`config.mk`:
```
export PLATFORM = sky130hd
export DESIGN_NAME = led_monitor
export DESIGN_NICKNAME = d
export VERILOG_FILES = /design/src/rtl/led_monitor.sv
export SDC_FILE = /design/constraint.sdc
export NUM_CORES = 1
export LEC_CHECK = 0
export ABC_AREA = 1
export CAP_MARGIN = 20
export CORE_ASPECT_RATIO = 1.25
export CORE_UTILIZATION = 25
export DETAILED_ROUTE_END_ITERATION = 6
export SKIP_LAST_GASP = 1
export SYNTH_ARGS = -nofsm -noshare
export SYNTH_HDL_FRONTEND = slang
export SYNTH_SLANG_ARGS = --single-unit
```
`constraint.sdc`:
```
create_clock -name clk -period 4.3 [get_ports clk]
set_input_delay 1.29 -clock clk [delete_from_list [all_inputs] [get_ports clk]]
set_output_delay 1.29 -clock clk [all_outputs]
set_load 0.01 [all_outputs]
```
`src/rtl/led_monitor.sv`:
```
// Monitors a 16-lamp thermometer LED bar, tracking the sweep direction.
// It flags peaks, kickbacks and completed sweeps, and counts protocol errors.
module led_monitor #(
  parameter int CNT_W = 8
) (
  input  logic             clk,
  input  logic             reset,
  input  logic [15:0]      LED,
  output logic [4:0]       level,
  output logic [1:0]       dir,
  output logic             peak,
  output logic [4:0]       peak_level,
  output logic             kick,
  output logic             seq_done,
  output logic [CNT_W-1:0] seq_cnt,
  output logic             illegal,
  output logic             step_err,
  output logic [CNT_W-1:0] err_cnt
);

  // state  | meaning
  // S_IDLE | bar at rest at level 0
  // S_UP   | bar rising
  // S_DOWN | bar falling after a peak
  typedef enum logic [1:0] {S_IDLE = 2'b00, S_UP = 2'b01, S_DOWN = 2'b10} dir_t;

  dir_t              r_dir, w_dir_nxt;
  logic [4:0]        r_level, w_level_nxt;
  logic [4:0]        r_peak_level, w_pl_nxt;
  logic [CNT_W-1:0]  r_seq_cnt, r_err_cnt;
  logic              r_peak, r_kick, r_done, r_ill, r_serr;
  logic              w_peak, w_kick, w_done, w_ill, w_serr, w_err_ev;
  logic              w_legal;
  logic [4:0]        w_new;
  logic signed [5:0] w_delta;
  logic              w_up, w_dn, w_big;

  always_comb begin
    w_legal = 1'b0;
    w_new   = 5'd0;
    for (int i = 0; i <= 16; i++) begin
      if ({1'b0, LED} == ((17'd1 << i) - 17'd1)) begin
        w_legal = 1'b1;
        w_new   = 5'(i);
      end
    end
  end

  // r_level doubles as the comparison reference: it only ever moves on legal samples.
  assign w_delta = $signed({1'b0, w_new}) - $signed({1'b0, r_level});
  assign w_up    = (w_delta > 6'sd0);
  assign w_dn    = (w_delta < 6'sd0);
  assign w_big   = (w_delta > 6'sd1) || (w_delta < -6'sd1);

  always_comb begin
    w_dir_nxt   = r_dir;
    w_level_nxt = r_level;
    w_pl_nxt    = r_peak_level;
    w_peak      = 1'b0;
    w_kick      = 1'b0;
    w_done      = 1'b0;
    w_ill       = 1'b0;
    w_serr      = 1'b0;
    w_err_ev    = 1'b0;
    if (!w_legal) begin
      w_ill    = 1'b1;
      w_err_ev = 1'b1;
    end else begin
      w_level_nxt = w_new;
      if (w_big) begin
        w_serr   = 1'b1;
        w_err_ev = 1'b1;
      end
      case (r_dir)
        S_IDLE: if (w_up) w_dir_nxt = S_UP;
        S_UP: begin
          if (w_dn) begin
            w_peak   = 1'b1;
            w_pl_nxt = r_level;
            if (w_new == 5'd0) begin
              w_dir_nxt = S_IDLE;
              w_done    = 1'b1;
            end else begin
              w_dir_nxt = S_DOWN;
            end
          end
        end
        S_DOWN: begin
          if (w_up) begin
            w_dir_nxt = S_UP;
            w_kick    = 1'b1;
          end else if (w_dn && (w_new == 5'd0)) begin
            w_dir_nxt = S_IDLE;
            w_done    = 1'b1;
          end
        end
        default: w_dir_nxt = S_IDLE;
      endcase
    end
  end

  always_ff @(posedge clk) begin
    if (reset) begin
      r_dir        <= S_IDLE;
      r_level      <= 5'd0;
      r_peak_level <= 5'd0;
      r_seq_cnt    <= '0;
      r_err_cnt    <= '0;
      r_peak       <= 1'b0;
      r_kick       <= 1'b0;
      r_done       <= 1'b0;
      r_ill        <= 1'b0;
      r_serr       <= 1'b0;
    end else begin
      r_dir        <= w_dir_nxt;
      r_level      <= w_level_nxt;
      r_peak_level <= w_pl_nxt;
      r_peak       <= w_peak;
      r_kick       <= w_kick;
      r_done       <= w_done;
      r_ill        <= w_ill;
      r_serr       <= w_serr;
      if (w_done) r_seq_cnt <= r_seq_cnt + CNT_W'(1);
      if (w_err_ev && (r_err_cnt != {CNT_W{1'b1}})) r_err_cnt <= r_err_cnt + CNT_W'(1);
    end
  end

  assign level      = r_level;
  assign dir        = r_dir;
  assign peak       = r_peak;
  assign peak_level = r_peak_level;
  assign kick       = r_kick;
  assign seq_done   = r_done;
  assign seq_cnt    = r_seq_cnt;
  assign illegal    = r_ill;
  assign step_err   = r_serr;
  assign err_cnt    = r_err_cnt;

endmodule

```
==> results_dict.tcl <==
set metrics [dict create \
    place_area_mm2 0.00342 \
    grt_pass1_vias 2492 \
    reg2reg_slack_ns 2.02 \
    yosysSeqAreaShare_pct 27.5 \
    tightest_slew_ns 0.558 \
    grt_overflow 0 \
    setup_slack_ns 0.459 \
    power.density_mw_per_mm2 195 \
    synth.distinct_cells 33 \
    antenna_found_initial 0 \
    pin_count 51 \
    pwr-share-clk_pct 47.3 \
    fmax_ghz 0.260 \
    finalWeightedCongestion 0.831 \
    power.share.sequential_pct 42.4 \
    cts_tree "built" \
    rsz0062_at_grt "no" \
    postCtsHoldBufs 0 \
    path_cells "dlymetal6s2s_1, nand2_2, nor2_4, nand2_4, inv_2, buf_4, nand2_1, buf_4, nand3_1, nor2_2, inv_1, ha_1, buf_4, a21o_1, a21oi_4, buf_6, nand3_4, nor2_8, nand2_2, o21ai_1, nor2_1" \
    die_area_mm2 0.0100 \
    p_leak_nw 1.85 \
    num_vias 2689 \
    cp-start-kind "input pin" \
    drc 0 \
    path_clk_slew_ns 0.05 \
    multi_input_comb_area_mm2 0.00163 \
    cts_root_buffer "clkbuf_16" \
    wl_per_cell_um 10.8 \
    r2r_start "level[1]" \
    fin_total_pwr_mw 0.736 \
    min_to "seq_cnt[0]" \
    dp_cells 593 \
    cp.arrival_ns 4.01 \
    ant_nets 0 \
    core_mm2 0.00922 \
    grt_pass1_wl_um 11000 \
    design_area_mm2 0.00378 \
    cts.path.max_buffers 2 \
    p_sw_share_pct 22.0 \
    ir_worst_vdd_v 0.000139 \
    drtIter0Drc 84 \
    nets 509 \
    place_ws_ns -0.333 \
    relSlewSlack_pct 62.7 \
    drive_above_1_share_pct 25.1 \
    numCtsBuffers 5 \
    ys_seq_elements 33 \
    holdCritPathClass "register to register" \
    hold_violations 0 \
    syn-instance-count 372 \
    crit_type "input pin to register" \
    post-synth-top-area-fraction_pct 27.5 \
    dp_hpwl_um 5250 \
    portBuffers 50 \
    vias_per_cell 4.47 \
    endpoint_kind "register" \
    cp_max_fo 8 \
    initial_utilization_pct 26.1 \
    finalMaxSlewViolations 0 \
    drt-pass1-iter-count 4 \
    track_usage_pct 13.1 \
    yosysTopAreaCell "dfxtp_1" \
    synth.area.top_cells "dfxtp_1 27%, nand2_1 12%, inv_1 8.7%" \
    synth_area_mm2 0.00240 \
    synth_ff_type "dfxtp_1" \
    die_w_um 89.7 \
    min_path_cells 1 \
    nFillCells 944 \
    grt_max_degree 17 \
    areaGrowthSynthToFinish_pct 57.3 \
    finalCritPeriodShare_pct 89.3 \
    insertion_delay_ns 0.27 \
    r2r-end "seq_cnt[3]" \
    status "finished clean" \
    yosysWarningCount 0 \
    n_antenna_cell 0 \
    finalSetupViolations 0 \
    wirelength_um 6500 \
    cp_data_required_time_ns 4.47 \
    async_reset_ff_share_pct 0 \
    intPower_mw 0.575 \
    post_synth.cell_area_avg_um2 6.46 \
    synth_fp_nets 402 \
    reg2regPathDepth 12 \
    min_period_ns 3.84 \
    maxCapViolCount 0 \
    clock_skew_ns 0.00391 \
    htree_levels 2 \
    cpMostUsedCell "buf_4" \
    fin_cells 602 \
    regArea_um2 661 \
    synth_edf_count 0 \
    critPathSlowestCell "ha_1" \
    core.rowCount 39 \
    cts.sinks 33 \
    chipHeight_um 112 \
    min-delay-start "seq_cnt[0]" \
    p_comb_share_pct 10.3 \
    slowest_delay_ns 0.32 \
    p_switching_mw 0.162 \
]
==> cell families after synthesis <==
logic type	after synthesis	share of synthesized area, %
compound gates	48	10.9
flops	33	27.5
simple gates	209	42.6
xor+xnor	6	2.19
fa+ha+maj	12	6.56
buf+inv	64	10.3
==> sequential cells by signal, indices dropped and copies added (netlist names) <==
signal and count:
err_cnt 8, seq_cnt 8, level 5, peak_level 5, dir 2, illegal 1, kick 1, peak 1
seq_done 1, step_err 1
==> worst max path at each step <==
stage,slack [ns],endpoint,depth (start not counted),startpoint
floorplan,0.27,dir[0],22,LED[1]
global placement,-0.25,dir[1],23,LED[8]
detailed placement,-0.33,dir[1],24,LED[8]
CTS,0.002,seq_cnt[5],21,LED[4]
global route,0.22,dir[1],23,LED[11]
finish,0.46,seq_cnt[3],21,LED[5]
==> metrics by stage <==
stage                     utilization [%]  hold WS (ns)  setup TNS [ns]
after floorplan                         -         0.502               0
after global placement               37.1         0.484           -3.79
after detailed placement             37.1         0.494           -5.66
after CTS                            38.7         0.508               0
after global routing                 41.0         0.533               0
final                                41.0         0.504               0
==> critical path: cells and delay by family <==
kind                       cells  cell delay, ns
adders and majority gates      1            0.32
buffers and inverters          7            0.82
AOI/OAI and AO/OA              3            0.58
and+or+nand+nor               10            1.00
==> cells in the final DEF (no fill, tap or decap), types with 6 or more instances in the layout <==
cell	synthesis	layout
nor2_4	5	8
dlymetal6s2s_1	0	16
o21ai_0	14	10
nand3_2	4	6
nand2_2	5	12
ha_1	11	9
nand3_1	29	27
a21oi_1	17	15
inv_1	56	56
buf_4	0	49
clkdlybuf4s50_1	0	34
dfxtp_1	33	33
nand4_1	8	8
nor2_1	56	50
nor2_2	6	9
nand2_1	76	69
o21ai_1	9	9
nor3_1	10	8
==> power by group through the flow <==
stage,sequential [mW],combinational (mW),clock [mW]
6_report,0.312,0.0761,0.348
5_1_grt,0.312,0.0833,0.372
4_1_cts,0.312,0.0736,0.357
3_5_place_dp,0.318,0.0733,0
3_3_place_gp,0.318,0.0716,0
2_1_floorplan,0.319,0.0258,0
==> synthesized netlist by cell type, types with 3 or more instances <==
master and count:
a21oi_1 17, dfxtp_1 33, ha_1 11, inv_1 56, inv_2 5, nand2_1 76, nand2_2 5, nand3_1 29
nand3_2 4, nand4_1 8, nor2_1 56, nor2_2 6, nor2_4 5, nor3_1 10, o21ai_0 14, o21ai_1 9
xnor2_1 3, xor2_1 3
==> metal layers <==
layer,part of all wire [%],track usage (%)
met1,42,14.5
met2,51,24.3
met3,3.6,2.32
met4,2.6,5.68
met5,0,0
==> timing repair <==
item | in CTS | in global routing
endpoints found under the setup margin | 5 | 24
pin swaps | 1 | 20
gates resized for setup | 3 | 53
setup buffers | 0 | 2
==> final cells by class <==
type,instances,share of cell area [%]
Multi-Input combinational cell,275,43.2
Tap cell,123,4.07
Sequential cell,33,17.5
Timing Repair Buffer,103,25.4
Clock buffer,7,3.77
Inverter,61,6.05
Note: power is estimated with default switching activity, not from simulation.
